==> config.mk <==
export PLATFORM = sky130hd
export DESIGN_NAME = enc_prio_16x4
export DESIGN_NICKNAME = d
export VERILOG_FILES = /design/src/rtl/enc_pkg.sv /design/src/rtl/enc_prio_16x4.sv
export SDC_FILE = /design/constraint.sdc
export NUM_CORES = 1
export LEC_CHECK = 0
export BUFFER_PORTS_ARGS = -buffer_cell sky130_fd_sc_hd__buf_2
export CAP_MARGIN = 20
export CORE_AREA = 2 2 39 41
export DETAILED_ROUTE_END_ITERATION = 10
export DIE_AREA = 0 0 41 43
export MAX_ROUTING_LAYER = met4
export PLACE_DENSITY_LB_ADDON = 0.08
export SLEW_MARGIN = 20
export SYNTH_ARGS = -nofsm -noshare
export SYNTH_HDL_FRONTEND = slang
export SYNTH_SLANG_ARGS = --single-unit
==> constraint.sdc <==
create_clock -name vclk -period 2
set_input_delay 0.3 -clock vclk [all_inputs]
set_output_delay 0.3 -clock vclk [all_outputs]
set_load 0.03 [all_outputs]
==> src/rtl/enc_pkg.sv <==
`default_nettype none
// ============================================================================
//  Module      : enc_pkg
//  Description : Shared widths and state encodings for the 16-to-4 one-hot
//                encoder/checker and the decoder checker that reuses it.
//  Revision    : 1.0  initial release
// ============================================================================
package enc_pkg;

  localparam int ENC_IN_W      = 16;
  localparam int ENC_CODE_W    = 4;
  localparam int ENC_CNT_W_DEF = 8;

  // Output buffer occupancy: EMPTY means out_valid=0, FULL means out_valid=1.
  typedef enum logic {
    ST_EMPTY = 1'b0,
    ST_FULL  = 1'b1
  } enc_state_e;

endpackage : enc_pkg
`default_nettype wire

==> src/rtl/enc_prio_16x4.sv <==
`default_nettype none
// ============================================================================
//  Module      : enc_prio_16x4
//  Description : Purely combinational 16-to-4 priority encoder. The highest
//                set bit wins; err flags any word that is not strictly one-hot
//                (no bits set, or more than one bit set).
//  Revision    : 1.0  initial release
// ============================================================================
module enc_prio_16x4
  import enc_pkg::*;
(
  input  logic [ENC_IN_W-1:0]   d_i,
  output logic [ENC_CODE_W-1:0] code_o,
  output logic                  err_o
);

  logic w_nonzero;
  logic w_multi;

  // Scan upward so the last match, i.e. the highest set bit, sets the code.
  always_comb begin
    code_o = '0;
    for (int i = 0; i < ENC_IN_W; i++) begin
      if (d_i[i]) begin
        code_o = ENC_CODE_W'(i);
      end
    end
  end

  // x & (x-1) clears the lowest set bit; anything left means two or more bits.
  always_comb begin
    w_nonzero = |d_i;
    w_multi   = |(d_i & (d_i - ENC_IN_W'(1)));
    err_o     = !w_nonzero || w_multi;
  end

endmodule : enc_prio_16x4
`default_nettype wire

# == After elaboration in Yosys (flattened, before gate mapping) ==
# Cells that the tools add are included.
# word_totals
inputBits,16
out_inout_bits,5
register_bits,0
word_cells,21
# op_classes
add_sub_neg,1
n_bitwise,1
n_mux,15
n_reduce_logical,4
# ops
op,count
$mux W4,14
$reduce_or A16 Y1,2
$and A16 B16 Y16,1
$sub A16 B1 Y16 const B,1
$logic_not A1 Y1,1
$logic_or A1 B1 Y1,1
$mux W1,1

# == Longest topological paths before layout ==
# logic_depth
word_depth,15
depth_mapped,5

# == Worst setup path after synthesis ==
# Ideal clock, no wire load.
# synth_path
path_type,input-to-output
startpoint,input port d_i[2]
endpoint,output port err_o
n_path_buf,0
path_stages,5
required_time_ns,1.700
arrival_ns,1.631
path_slack_ns,0.069
path_cell_list,nor4_4 > nand2_2 > o31ai_2 > o21ai_1 > or4_1
# synth_via
elab_chain_cells,4
elab_cells_between_ends,6
classes_between,add/sub: 1; bitwise: 1; reduce/logical: 4
# synth_lines
item,line,source
from (decl),enc_prio_16x4.sv:12,"input logic [ENC_IN_W-1:0] d_i,"
$sub A16 B1 Y16,enc_prio_16x4.sv:33,w_multi = |(d_i & (d_i - ENC_IN_W'(1)));
$and A16 B16 Y16,enc_prio_16x4.sv:33,
$reduce_or A16 Y1,enc_prio_16x4.sv:33,
$logic_or A1 B1 Y1 (*),enc_prio_16x4.sv:34,err_o = !w_nonzero || w_multi;
to (decl),enc_prio_16x4.sv:14,output logic err_o
# Mark *: on every way between the ends. The rest lies on a longest branch, timed or not.

# == Worst setup path after layout ==
# Ends and elaborated chain as after synthesis.

==> flow_metrics.tcl <==
set metrics [dict create \
    grt_max_degree 8 \
    crit_path_max_incr_delay_ps 500 \
    antenna_found_initial 0 \
    cp.required_ps 1700 \
    p_per_area_nw_per_um2 179 \
    report.power.total_uw 109 \
    die_width_um 41 \
    yosysSeqAreaShare_pct 0 \
    drv_slew 0 \
    routed_wirelength_mm 1.16 \
    diodes 0 \
    final_cell_mix "buf_2, buf_4, nand2_1, nor3_1" \
    remaining_drc_errors 0 \
    path_buf_inv 2 \
    grt_pass1_wl_mm 2.13 \
    first_global_vias 527 \
    final_common_cell "buf_2" \
    synth_top_area_share_pct 12.7 \
    status "finished with violations" \
    rsz0062_at_grt "yes" \
    crit_type "in2out" \
    cp_slowest_cell "or4_1" \
    die-height_um 43 \
    fin_crit_sh_pct 106 \
    placed_cell_area_um2 603 \
    yosysTopAreaCell "nor4_4" \
    hpwl_mm 1.00 \
    io_pins 21 \
    core_area_um2 1380 \
    cp_top_family "simple AND/OR/NAND/NOR gates" \
    worst-path-max-fanout 3 \
    fin_util_pct 44.0 \
    clockBufferCount 0 \
    vias 554 \
    min_path_type "in2out" \
    design.seq.count 0 \
    ys_warn_count 0 \
    cp_cell_sequence "buf_2, nor4_4, nand2_2, o31ai_2, o21ai_1, or4_1, buf_6" \
    final_cell_area_um2 609 \
    worst_slack_ps -121 \
    finalWeightedCongestion 0.695 \
    clock.fmax_mhz 472 \
    synthTopCellsByArea "nor4_4, nor3_1, o21bai_1" \
    holdWs_ps 1050 \
    startpoint_type "input port" \
    synth_nets 66 \
    slew_headroom_pct 70.5 \
    period_needed_ps 2120 \
    cap_violations 0 \
    critPathArrivalTime_ps 1820 \
    ctsHoldBuffers 0 \
    regArea_um2 0 \
    synth.cell_area_um2 335 \
    dr.pass1.iters 2 \
    setup_viol 1 \
    routedWlPerCell_um 11.0 \
    dp.cells 106 \
    syn_area_per_cell_um2 6.71 \
    stdcell_count 106 \
    post_drt_via_cell_ratio 5.23 \
    initial_core_util_pct 24.2 \
    hold_viol_final 0 \
    nets 108 \
    dieArea_um2 1760 \
    grt_usage_pct 16.5 \
    rows 14 \
    drtAntennaViolNets 0 \
    ys_types 25 \
    syn_inst 50 \
    area_delta_synth_final_pct 81.7 \
    worst_pin_slew_ps 438 \
    worstSetupEndpointType "output port" \
    ir_drop_mv 0.0746 \
    drive_gt1_share_pct 50.0 \
    drtIter0Drc 1 \
    port_buffers 21 \
    grt_overflow_total 0 \
    failed_checks "negative setup slack" \
    power.leakage_nw 0.253 \
]
## worst paths after layout
check	from	endpoint	slack [ps]	depth (start not counted)
setup / recovery	d_i[2]	err_o	-120	7
hold / removal	d_i[15]	code_o[1]	1050	4
## power by group
group / switching (mW) / internal [mW]
sequential: 0 / 0
combinational: 0.0563 / 0.0528
clock: 0 / 0
## Yosys cell counts
cell       n
nor4_4     2
o31ai_2    1
nand2_2    1
o31a_1     1
a211oi_1   1
nor2b_1    1
nor3_1     5
maj3_1     1
a21oi_1    4
a41oi_1    1
nor4_1     3
o31ai_1    1
nor2_1     4
o22ai_1    2
or4_1      1
o41a_1     1
a2111oi_0  2
o21bai_1   3
nand2_1    5
o21ai_0    3
and2b_2    1
inv_1      2
nand4_1    2
o21ai_1    1
a22oi_1    1
## cell families after synthesis
| kind of cell | synth area share [%] |
|---|---|
| simple gates | 48.1 |
| fa+ha+maj | 2.99 |
| compound gates | 46.6 |
| buf+inv | 2.24 |
## tightest hold or removal path, delay by kind of cell
kind | cells | cell delay, ps
AND/OR/NAND/NOR | 1 | 50
buffers and inverters | 2 | 340
AO/OA/AOI/OAI | 1 | 50
## layer usage
layer  up-vias  global-route usage (%)  share of wire (%)
met4         0                       0                  0
met2        15                    28.1                 46
met1       249                    22.5                 49
met3         0                       0                5.3
li1        290                       -                  -
met5         -                       -                  0
## what timing repair did
item,4_1_cts,5_1_grt
endpoints found under the setup margin,1,1
pin swaps,0,0
setup buffers,0,0
gates resized for setup,2,0
## layout make-up
class	instances	area [µm²]
Fill cell	149	774
Tap cell	16	20.0
Inverter	2	7.51
Timing Repair Buffer	40	254
Multi-Input combinational cell	48	328
## through the flow
step	worst slack, ps	setup TNS (ps)
global placement	-152	-152
CTS	-147	-147
detailed placement	-141	-141
global route	-213	-213
floorplan	69.1	0
finish	-121	-121
Note: power is estimated with default switching activity, not from simulation.
